## src/rtl/sgbus_frame_pkg.sv

```systemverilog
`default_nettype none
// ============================================================================
//  Module   : sgbus_frame_pkg
//  Purpose  : SGBUS frame format definitions shared by the RX deframer and
//             the TX framer: header/trailer layouts, sync words, beat limits
//             and the checksum fold.
//  Revision : 1.0  initial release
// ============================================================================
package sgbus_frame_pkg;

    localparam int          PAYLOAD_WIDTH = 128;
    localparam logic [15:0] HDR_SYNC      = 16'hA55A;
    localparam logic [15:0] TLR_SYNC      = 16'h5AA5;
    localparam int          MAX_BEATS     = 256;
    // Wide enough to hold a beat count of MAX_BEATS itself.
    localparam int          REM_WIDTH     = $clog2(MAX_BEATS + 1);

    // Header beat layout, MSB first.
    typedef struct packed {
        logic [15:0] sync;
        logic [7:0]  dest;
        logic [7:0]  rsvd0;
        logic [15:0] len;
        logic [15:0] seq;
        logic [63:0] rsvd1;
    } sgbus_hdr_t;

    // Trailer beat layout, MSB first.
    typedef struct packed {
        logic [15:0] sync;
        logic [47:0] rsvd;
        logic [63:0] csum;
    } sgbus_tlr_t;

    // Deframer states, explicitly encoded.
    typedef enum logic [1:0] {
        ST_HUNT    = 2'd0,
        ST_PAYLOAD = 2'd1,
        ST_TRAILER = 2'd2
    } deframer_state_t;

    // Per-beat contribution to the frame checksum.
    function automatic logic [63:0] sgbus_csum_fold(input logic [PAYLOAD_WIDTH-1:0] beat);
        return beat[127:64] ^ beat[63:0];
    endfunction

endpackage
`default_nettype wire

```

## src/rtl/sgbus_rx_deframer_if.sv

```systemverilog
`default_nettype none
// ============================================================================
//  Module   : sgbus_rx_deframer_if
//  Purpose  : AXI-Stream style beat channel used on both sides of the
//             deframer (upstream SGBUS stream and downstream payload).
//  Revision : 1.0  initial release
// ============================================================================
interface sgbus_rx_deframer_if;
    import sgbus_frame_pkg::*;

    logic [PAYLOAD_WIDTH-1:0] tdata;
    logic                     tvalid;
    logic                     tready;
    logic                     tlast;
    logic [7:0]               tdest;
    logic                     tuser;

    modport master (
        output tdata, tvalid, tlast, tdest, tuser,
        input  tready
    );

    modport slave (
        input  tdata, tvalid, tlast, tdest, tuser,
        output tready
    );
endinterface
`default_nettype wire

```

## src/rtl/sgbus_deframer_outreg.sv

```systemverilog
`default_nettype none
// ============================================================================
//  Module   : sgbus_deframer_outreg
//  Purpose  : One-deep output register for the deframer. Non-last beats are
//             presented immediately; the last beat is parked (pend) until
//             the trailer decides its error flag, then released with tlast.
//  Revision : 1.0  initial release
// ============================================================================
module sgbus_deframer_outreg
    import sgbus_frame_pkg::*;
(
    input  wire logic                     clk,
    input  wire logic                     reset_n,
    input  wire logic                     i_load_beat,
    input  wire logic                     i_load_pend,
    input  wire logic                     i_release,
    input  wire logic                     i_err,
    input  wire logic [PAYLOAD_WIDTH-1:0] i_data,
    input  wire logic [7:0]               i_dest,
    sgbus_rx_deframer_if.master           m_axis
);

    logic                     valid_q, valid_d;
    logic                     pend_q,  pend_d;
    logic                     last_q,  last_d;
    logic                     user_q,  user_d;
    logic [PAYLOAD_WIDTH-1:0] data_q,  data_d;
    logic [7:0]               dest_q,  dest_d;

    // Next-state for the output slot: drain on handshake, then apply load/release.
    always_comb begin
        valid_d = valid_q;
        pend_d  = pend_q;
        last_d  = last_q;
        user_d  = user_q;
        data_d  = data_q;
        dest_d  = dest_q;

        if (valid_q && m_axis.tready) begin
            valid_d = 1'b0;
        end

        if (i_load_beat) begin
            valid_d = 1'b1;
            last_d  = 1'b0;
            user_d  = 1'b0;
            data_d  = i_data;
            dest_d  = i_dest;
        end else if (i_load_pend) begin
            // Last beat is held invisible until the trailer verdict is known.
            valid_d = 1'b0;
            pend_d  = 1'b1;
            last_d  = 1'b0;
            user_d  = 1'b0;
            data_d  = i_data;
            dest_d  = i_dest;
        end else if (i_release && pend_q) begin
            valid_d = 1'b1;
            pend_d  = 1'b0;
            last_d  = 1'b1;
            user_d  = i_err;
        end
    end

    // Output slot flops; tdest travels with the beat so it stays stable
    // even when the next header is accepted while this beat is stalled.
    always_ff @(posedge clk or negedge reset_n) begin
        if (!reset_n) begin
            valid_q <= 1'b0;
            pend_q  <= 1'b0;
            last_q  <= 1'b0;
            user_q  <= 1'b0;
            data_q  <= '0;
            dest_q  <= '0;
        end else begin
            valid_q <= valid_d;
            pend_q  <= pend_d;
            last_q  <= last_d;
            user_q  <= user_d;
            data_q  <= data_d;
            dest_q  <= dest_d;
        end
    end

    assign m_axis.tvalid = valid_q;
    assign m_axis.tdata  = data_q;
    assign m_axis.tlast  = last_q;
    assign m_axis.tuser  = user_q;
    assign m_axis.tdest  = dest_q;

endmodule
`default_nettype wire

```

## src/rtl/sgbus_rx_deframer.sv

```systemverilog
`default_nettype none
// ============================================================================
//  Module   : sgbus_rx_deframer
//  Purpose  : Hunts SGBUS frame headers in the continuous RX payload stream,
//             forwards payload beats as AXI-Stream with tlast/tdest/tuser,
//             verifies the trailer checksum and keeps status counters.
//  Revision : 1.0  initial release
// ============================================================================
module sgbus_rx_deframer
    import sgbus_frame_pkg::*;
#(
    parameter int CNT_WIDTH = 32
)(
    input  wire logic                 clk,
    input  wire logic                 reset_n,
    sgbus_rx_deframer_if.slave        s_axis,
    sgbus_rx_deframer_if.master       m_axis,
    output logic [CNT_WIDTH-1:0]      frame_ok_cnt,
    output logic [CNT_WIDTH-1:0]      frame_err_cnt,
    output logic [CNT_WIDTH-1:0]      sync_err_cnt,
    output logic                      in_frame
);

    deframer_state_t        state_q,       state_d;
    logic [REM_WIDTH-1:0]   remaining_q,   remaining_d;
    logic [63:0]            acc_q,         acc_d;
    logic [7:0]             dest_q,        dest_d;
    logic [15:0]            exp_seq_q,     exp_seq_d;
    logic                   seq_err_q,     seq_err_d;
    logic [CNT_WIDTH-1:0]   frame_ok_q,    frame_ok_d;
    logic [CNT_WIDTH-1:0]   frame_err_q,   frame_err_d;
    logic [CNT_WIDTH-1:0]   sync_err_q,    sync_err_d;

    logic                   w_s_ready;
    logic                   w_accept;
    logic                   w_len_ok;
    logic                   w_load_beat;
    logic                   w_load_pend;
    logic                   w_release;
    logic                   w_tlr_err;
    sgbus_hdr_t             w_hdr;
    sgbus_tlr_t             w_tlr;
    logic                   unused_sideband;

    function automatic logic [CNT_WIDTH-1:0] sat_inc(input logic [CNT_WIDTH-1:0] v);
        return (&v) ? v : v + 1'b1;
    endfunction

    assign w_hdr    = sgbus_hdr_t'(s_axis.tdata);
    assign w_tlr    = sgbus_tlr_t'(s_axis.tdata);
    assign w_accept = s_axis.tvalid && w_s_ready;
    assign w_len_ok = (w_hdr.len >= 16'd1) && (w_hdr.len <= 16'(MAX_BEATS));

    // Upstream has no sideband, and reserved header/trailer fields are don't-care.
    assign unused_sideband = ^{s_axis.tlast, s_axis.tdest, s_axis.tuser,
                               w_hdr.rsvd0, w_hdr.rsvd1, w_tlr.rsvd};

    // Only payload beats need a free output slot; HUNT and TRAILER always consume.
    always_comb begin
        w_s_ready = 1'b1;
        if (state_q == ST_PAYLOAD) begin
            w_s_ready = !m_axis.tvalid || m_axis.tready;
        end
    end

    assign s_axis.tready = w_s_ready;

    // Frame state machine, checksum accumulation and counter updates.
    always_comb begin
        state_d     = state_q;
        remaining_d = remaining_q;
        acc_d       = acc_q;
        dest_d      = dest_q;
        exp_seq_d   = exp_seq_q;
        seq_err_d   = seq_err_q;
        frame_ok_d  = frame_ok_q;
        frame_err_d = frame_err_q;
        sync_err_d  = sync_err_q;
        w_load_beat = 1'b0;
        w_load_pend = 1'b0;
        w_release   = 1'b0;
        w_tlr_err   = 1'b0;

        case (state_q)
            ST_HUNT: begin
                if (w_accept && (w_hdr.sync == HDR_SYNC)) begin
                    if (w_len_ok) begin
                        dest_d      = w_hdr.dest;
                        remaining_d = w_hdr.len[REM_WIDTH-1:0];
                        acc_d       = '0;
                        seq_err_d   = (w_hdr.seq != exp_seq_q);
                        // Resync to the received number whether or not it matched.
                        exp_seq_d   = w_hdr.seq + 16'd1;
                        state_d     = ST_PAYLOAD;
                    end else begin
                        sync_err_d  = sat_inc(sync_err_q);
                    end
                end
            end

            ST_PAYLOAD: begin
                if (w_accept) begin
                    acc_d       = acc_q ^ sgbus_csum_fold(s_axis.tdata);
                    remaining_d = remaining_q - 1'b1;
                    if (remaining_q == REM_WIDTH'(1)) begin
                        w_load_pend = 1'b1;
                        state_d     = ST_TRAILER;
                    end else begin
                        w_load_beat = 1'b1;
                    end
                end
            end

            ST_TRAILER: begin
                if (w_accept) begin
                    w_tlr_err = (w_tlr.sync != TLR_SYNC) || (w_tlr.csum != acc_q) || seq_err_q;
                    w_release = 1'b1;
                    if (w_tlr_err) begin
                        frame_err_d = sat_inc(frame_err_q);
                    end else begin
                        frame_ok_d  = sat_inc(frame_ok_q);
                    end
                    if (w_tlr.sync != TLR_SYNC) begin
                        sync_err_d  = sat_inc(sync_err_q);
                    end
                    state_d = ST_HUNT;
                end
            end

            default: begin
                state_d = ST_HUNT;
            end
        endcase
    end

    // Control and status flops; a reset abandons any partial frame.
    always_ff @(posedge clk or negedge reset_n) begin
        if (!reset_n) begin
            state_q     <= ST_HUNT;
            remaining_q <= '0;
            acc_q       <= '0;
            dest_q      <= '0;
            exp_seq_q   <= '0;
            seq_err_q   <= 1'b0;
            frame_ok_q  <= '0;
            frame_err_q <= '0;
            sync_err_q  <= '0;
        end else begin
            state_q     <= state_d;
            remaining_q <= remaining_d;
            acc_q       <= acc_d;
            dest_q      <= dest_d;
            exp_seq_q   <= exp_seq_d;
            seq_err_q   <= seq_err_d;
            frame_ok_q  <= frame_ok_d;
            frame_err_q <= frame_err_d;
            sync_err_q  <= sync_err_d;
        end
    end

    sgbus_deframer_outreg u_outreg (
        .clk         (clk),
        .reset_n     (reset_n),
        .i_load_beat (w_load_beat),
        .i_load_pend (w_load_pend),
        .i_release   (w_release),
        .i_err       (w_tlr_err),
        .i_data      (s_axis.tdata),
        .i_dest      (dest_q),
        .m_axis      (m_axis)
    );

    assign frame_ok_cnt  = frame_ok_q;
    assign frame_err_cnt = frame_err_q;
    assign sync_err_cnt  = sync_err_q;
    assign in_frame      = (state_q != ST_HUNT);

endmodule
`default_nettype wire

```

## src/flat_wrapper.sv

```systemverilog
// flat-port wrapper written by rule: the top's interface ports become plain ports
module sgbus_rx_deframer_flat import sgbus_frame_pkg::*;
#(
    parameter int CNT_WIDTH = 32
)
  (clk, reset_n, frame_ok_cnt, frame_err_cnt, sync_err_cnt, in_frame, s_axis_tdata, s_axis_tvalid, s_axis_tlast, s_axis_tdest, s_axis_tuser, s_axis_tready, m_axis_tdata, m_axis_tvalid, m_axis_tlast, m_axis_tdest, m_axis_tuser, m_axis_tready);
  sgbus_rx_deframer_if s_axis_i ();
  sgbus_rx_deframer_if m_axis_i ();
  input  wire logic clk;
  input  wire logic reset_n;
  output logic [CNT_WIDTH-1:0] frame_ok_cnt;
  output logic [CNT_WIDTH-1:0] frame_err_cnt;
  output logic [CNT_WIDTH-1:0] sync_err_cnt;
  output logic in_frame;
  input wire logic [$bits(s_axis_i.tdata)-1:0] s_axis_tdata;
  input wire logic [$bits(s_axis_i.tvalid)-1:0] s_axis_tvalid;
  input wire logic [$bits(s_axis_i.tlast)-1:0] s_axis_tlast;
  input wire logic [$bits(s_axis_i.tdest)-1:0] s_axis_tdest;
  input wire logic [$bits(s_axis_i.tuser)-1:0] s_axis_tuser;
  output wire logic [$bits(s_axis_i.tready)-1:0] s_axis_tready;
  output wire logic [$bits(m_axis_i.tdata)-1:0] m_axis_tdata;
  output wire logic [$bits(m_axis_i.tvalid)-1:0] m_axis_tvalid;
  output wire logic [$bits(m_axis_i.tlast)-1:0] m_axis_tlast;
  output wire logic [$bits(m_axis_i.tdest)-1:0] m_axis_tdest;
  output wire logic [$bits(m_axis_i.tuser)-1:0] m_axis_tuser;
  input wire logic [$bits(m_axis_i.tready)-1:0] m_axis_tready;
  assign s_axis_i.tdata = s_axis_tdata;
  assign s_axis_i.tvalid = s_axis_tvalid;
  assign s_axis_i.tlast = s_axis_tlast;
  assign s_axis_i.tdest = s_axis_tdest;
  assign s_axis_i.tuser = s_axis_tuser;
  assign s_axis_tready = s_axis_i.tready;
  assign m_axis_tdata = m_axis_i.tdata;
  assign m_axis_tvalid = m_axis_i.tvalid;
  assign m_axis_tlast = m_axis_i.tlast;
  assign m_axis_tdest = m_axis_i.tdest;
  assign m_axis_tuser = m_axis_i.tuser;
  assign m_axis_i.tready = m_axis_tready;
  sgbus_rx_deframer #(.CNT_WIDTH(CNT_WIDTH)) u_core (.clk(clk), .reset_n(reset_n), .s_axis(s_axis_i), .m_axis(m_axis_i), .frame_ok_cnt(frame_ok_cnt), .frame_err_cnt(frame_err_cnt), .sync_err_cnt(sync_err_cnt), .in_frame(in_frame));
endmodule
```

## config.mk

```make
export PLATFORM = sky130hd
export DESIGN_NAME = sgbus_rx_deframer_flat
export DESIGN_NICKNAME = d
export VERILOG_FILES = /design/src/rtl/sgbus_frame_pkg.sv /design/src/rtl/sgbus_rx_deframer_if.sv /design/src/rtl/sgbus_deframer_outreg.sv /design/src/rtl/sgbus_rx_deframer.sv /design/src/flat_wrapper.sv
export SDC_FILE = /design/constraint.sdc
export NUM_CORES = 1
export LEC_CHECK = 0
export ABC_CLOCK_PERIOD_IN_PS = 4700
export CAP_MARGIN = 30
export CELL_PAD_IN_SITES_DETAIL_PLACEMENT = 1
export CELL_PAD_IN_SITES_GLOBAL_PLACEMENT = 1
export CORE_UTILIZATION = 42
export DETAILED_ROUTE_END_ITERATION = 8
export PLACE_DENSITY = 0.95
export SKIP_CTS_REPAIR_TIMING = 1
export SLEW_MARGIN = 20
export SYNTH_ARGS = -nofsm -noshare
export SYNTH_HDL_FRONTEND = slang
export SYNTH_HIERARCHICAL = 1
export SYNTH_SLANG_ARGS = --single-unit
```

## constraint.sdc

```tcl
create_clock -name clk -period 4.7 [get_ports clk]
set_input_delay 0.94 -clock clk [delete_from_list [all_inputs] [get_ports clk]]
set_output_delay 0.94 -clock clk [all_outputs]
set_load 0.02 [all_outputs]
```

# == After elaboration in Yosys (flattened, before gate mapping) ==
# Cells that the tools add are included.
# op_classes
shift,0
add_sub_neg,5
eq_ne,14
multipliers,0
n_reduce_logical,27
order_cmp,2
div_mod_pow,0
muxes,47
bitwise_logic,6
# ops
cell,n
2-to-1 mux 128 bit,2
2-to-1 mux 64 bit,3
2-to-1 mux 32 bit,5
case mux 64 bit (2 select lines),1
XOR 64 bit,2
"adder 32 x 1 -> 32 bit, second input constant",3
AND reduction 32 bit,3
inequality test 64 bit,1
case mux 32 bit (2 select lines),1
2-to-1 mux 9 bit,3
2-to-1 mux 1 bit,23
case mux 9 bit (2 select lines),1
"adder 16 x 1 -> 16 bit, second input constant",1
"equality test 16 bit, second input constant",1
">= comparator 16 x 1 -> 1 bit, second input constant",1
"<= comparator 16 x 9 -> 1 bit, second input constant",1
2-to-1 mux 8 bit,2
"inequality test 16 x 15 -> 1 bit, second input constant",1
inequality test 16 bit,1
AND reduction 4 bit,3
2-to-1 mux 2 bit,5
"inequality test 2 x 1 -> 1 bit, second input constant",5
AND reduction 5 bit,2
nonzero test 2 bit,5
other kinds (15),25
# totals
ff_bits,336
inputBits,142
mem_bits_ro,0
ram_bits,0
out_inout_bits,237
mem_count,0
latch_bits,0

# == Depth between registers and ports, before layout ==
# depth
ltp_word,10
mapped_depth,11

# == By module ==
# Netlist, hierarchy kept.
# by_module_without_submodules
module,cells_each,area_per_inst_um2,n_inst,seq_area_each_um2
sgbus_rx_deframer,1188,11101.9,1,4904.7
sgbus_deframer_outreg,304,5211.2,1,3503.4

# == Worst setup path after synthesis ==
# OpenSTA, ideal clock, no wires.
# synth_timing
path_type,input-to-reg
start,input port m_axis_tready
end,"register u_core.u_outreg.data_q[100], in the netlist u_core/u_outreg/m_axis.tdata[100]"
n_path_buf,5
arrival_time_ps,3073
setup_slack_ps,1499
path_stages,10
setup_ps,128
cell_sequence,nand4bb_1 > nand3_1 > clkbuf_1 > clkbuf_1 > nor2_1 > buf_2 > nor2_4 > buf_4 > buf_6 > mux2_1
# synth_between
elab_chain_cells,6
elab_cells_between_ends,9
# synth_rtl
element,line,text
start: declaration,flat_wrapper.sv:26,input wire logic [$bits(m_axis_i.tready)-1:0] m_axis_tready;
logical OR 1 bit *,sgbus_rx_deframer.sv:62,w_s_ready = !m_axis.tvalid || m_axis.tready;
2-to-1 mux 1 bit *,sgbus_rx_deframer.sv:61,if (state_q == ST_PAYLOAD) begin
logical AND 1 bit *,sgbus_rx_deframer.sv:51,assign w_accept = s_axis.tvalid && w_s_ready;
2-to-1 mux 1 bit *,sgbus_rx_deframer.sv:102,if (w_accept) begin
2-to-1 mux 1 bit *,sgbus_rx_deframer.sv:84,case (state_q)
net u_core.w_load_beat,sgbus_rx_deframer.sv:37,logic w_load_beat;
2-to-1 mux 128 bit or nonzero test 2 bit (tied branches),n/a,
end signal: assignment,sgbus_deframer_outreg.sv:80,data_q <= data_d;
end: declaration,sgbus_deframer_outreg.sv:27,"logic [PAYLOAD_WIDTH-1:0] data_q, data_d;"
# Mark *: on every way through the listed nets, which the timed path passes. The rest lies on a longest branch.
# A chain may end at the register's enable or synchronous reset.

# == Worst setup path after layout ==
# layout_timing
start,input port s_axis_tdata[125]
end,register u_core.acc_q[1]
# layout_between
elab_chain_cells,4
# layout_rtl
element,line,text
start: declaration,flat_wrapper.sv:15,input wire logic [$bits(s_axis_i.tdata)-1:0] s_axis_tdata;
equality test 16 bit,sgbus_rx_deframer.sv:86,if (w_accept && (w_hdr.sync == HDR_SYNC)) begin
logical AND 1 bit,sgbus_rx_deframer.sv:86,
inequality test 2 x 1 -> 1 bit (no source line),n/a,
AND reduction 4 bit (no source line),n/a,
end signal: assignment,sgbus_rx_deframer.sv:141,acc_q <= '0;
end signal: assignment,sgbus_rx_deframer.sv:151,acc_q <= acc_d;
end: declaration,sgbus_rx_deframer.sv:26,"logic [63:0] acc_q, acc_d;"
# Every way passes these cells.

==> results.ini <==
[synthesis]
yosysWarnings=6
syn_avg_cell_area_um2=10.9
synthTopCellsByArea=dfrtp_1, xor2_1, mux2_2, xnor2_1, o21ai_0
synth_area_um2=16300
synthCells=1492
synth_edf_count=0
synth-seq-cells=336
synth.top_cell.area_share=0.515
yosysTopAreaCell=dfrtp_1
syn-num-nets=1640
ys_types=54
synthArstFlopShare=1.00
ys_seq_area_frac=0.515
ys.flop_type=dfrtp_1

[sta]
post-route-min-period_ns=3.94
fin_crit_sh=0.838
report.final.slew_viol_count=0
setup_viol_count_final=0
fin_ws_ns=0.760
rsz0062_at_grt=false
fmax_mhz=254
fin_tns_setup_ns=0
tightest_slew_ns=0.960
fin_hold_ws_ns=0.484
hold_violations=0
max-slew-margin-rel=0.360
fin_skew_ns=0.0362

[routing]
drtAntennaViolNets=0
wirelength_mm=61.7
drtIter0Drc=855
via_count=13700
avgRoutedWirePerCell_um=25.7
dr.pass1.iters=5
vias_per_cell=5.71
drc=0

[worst_setup_path]
ff2ff_setup_slack_ns=1.50
path_buf_inv=2
crit_chain=clkdlybuf4s50_1, nor4b_1, nand4_1, nor4_1, o21ai_4, buf_4, o21ai_0, o21ai_0
max_stage_delay_ns=0.65
end_kind=flop
crit_arrival_ns=4.32
worst-setup-path-type=in -> reg
r2r-end=u_core/u_outreg/m_axis.tdata[113]
ff2ff_path_depth=7
slowest_stage=nor4_1
crit_family=simple AND/OR/NAND/NOR gates
r2r-start=u_core/remaining_q[3]
start_kind=primary input
cpMostUsedCell=o21ai_0
cp.required_ns=5.08
cp_max_fo=83

[floorplanning]
ios=379
die-height_um=199
rows=71
die_w_um=199
start_util=0.430
die_area_um2=39600
coreArea_um2=37900

[flow_run]
drv_cap=0

[clock_network]
cts_tree=built
cts-root-buf=clkbuf_16
htreeDepth=2
cts.sinks=336
clkTransAtPathRegs_ns=0.06
clk-insertion-delay-late_ns=0.56
clock_path_buffers=3
cts_buffers=39

[power_and_ir_drop]
vdd_drop_max_mv=0.318
p_switching_w=0.00156
seqPwrFrac=0.446
p_int_w=0.00495
power_w=0.00651
p_sw_frac=0.239
pwr-share-comb=0.069
p_leak_nw=9.91
powerDensity_nw_per_um2=297
p_clk_frac=0.485

[global_route]
first_global_vias=15500
grt_max_degree=118
grt_first_pass_wirelength_mm=94.0
antenna_found_initial=1
groute.usage.overall=0.313
overflow=0

[place]
place_area_um2=20600
port_buffers=368
hpwl_mm=42.8
place.gp.congestion=0.846
preCtsSetupSlack_ns=0.496

[finish]
mostFrequentLayoutCells=clkdlybuf4s50_1, dfrtp_1, o21ai_0
final_common_cell=clkdlybuf4s50_1
post-route-cell-area_um2=21900
drive_above_1_share=0.112
nets=2014
syn_to_final_growth_pct=34.3

[outcome]
outcome=complete, no violations

[min_path]
hold_class=in -> async

[worst max-delay path by stage]
stage / startpoint / to / slack, ns / depth (start not counted)
final: s_axis_tdata[125] / u_core/acc_q[1] / 0.76 / 8
after CTS: s_axis_tdata[125] / u_core/acc_q[1] / 0.92 / 8
after floorplan: m_axis_tready / u_core/u_outreg/m_axis.tdata[100] / 1.50 / 10
after detailed placement: s_axis_tdata[125] / u_core/sync_err_cnt[27] / 0.50 / 9
after global routing: s_axis_tdata[125] / u_core/acc_q[1] / 0.64 / 8
after global placement: s_axis_tdata[118] / u_core/frame_err_cnt[1] / 0.62 / 9
[metrics by stage]
stage / util / std cells
2_1_floorplan: - / 1492
3_3_place_gp: 0.542 / 2333
3_5_place_dp: 0.542 / 2333
4_1_cts: 0.576 / 2402
5_1_grt: 0.577 / 2406
6_report: 0.577 / 2406
[sequential cells by signal (all words and copies together), names as in the netlist]
| name | count |
|---|---|
| u_core/remaining_q | 9 |
| u_core/dest_q | 8 |
| u_core/seq_err_q | 1 |
| u_core/u_outreg/m_axis.tdest | 8 |
| u_core/u_outreg/m_axis.tuser | 1 |
| u_core/exp_seq_q | 16 |
| u_core/frame_err_cnt | 32 |
| u_core/u_outreg/m_axis.tlast | 1 |
| u_core/u_outreg/pend_q | 1 |
| u_core/state_q | 2 |
| u_core/acc_q | 64 |
| u_core/u_outreg/m_axis.tdata | 128 |
| u_core/frame_ok_cnt | 32 |
| u_core/sync_err_cnt | 32 |
| u_core/u_outreg/m_axis.tvalid | 1 |
[metal layers]
layer,part of all wire,track usage,vias to the layer above,wire length [µm]
li1,-,-,5911,-
met3,0.061,0.0582,177,3740
met5,0,0,-,0
met2,0.52,0.567,600,32300
met4,0.046,0.148,0,2820
met1,0.37,0.354,7053,22800
[Yosys cell counts (18+ instances only)]
master,count
nand3_1,57
and3_1,23
xnor2_1,98
nor4_1,35
nand2b_1,65
inv_1,18
clkbuf_1,36
buf_2,18
nor3_1,31
mux2_1,40
xor2_1,153
nand4_1,53
dfrtp_1,336
nor2_1,106
nand2_1,72
o21ai_0,156
mux2_2,100
[kinds of logic after synthesis]
family	after synthesis	synth area share
AOI/OAI and AO/OA	185	0.0589
buffers and inverters	80	0.0230
adders and majority gates	6	0.00460
xor gates and xnor gates	251	0.135
and+or+nand+nor	485	0.159
muxes	149	0.105
DFF	336	0.515
[layout make-up]
type	count	area, µm²
Timing Repair Buffer	394	3920
Antenna cell	1	2.50
Inverter	19	71.3
Sequential cell	336	8410
Multi-Input combinational cell	1076	7550
Fill cell	3978	16000
Clock buffer	54	1110
Tap cell	511	639
Clock inverter	15	193
[power by group through the flow]
stage | registers (W) | clock network, W | logic (W)
global placement | 0.00295 | 0 | 0.000414
detailed placement | 0.00295 | 0 | 0.000436
global route | 0.00290 | 0.00329 | 0.000479
finish | 0.00290 | 0.00316 | 0.000447
floorplan | 0.00296 | 0 | 0.000123
CTS | 0.00290 | 0.00320 | 0.000448
No activity file was read; power rests on OpenSTA's default activity.
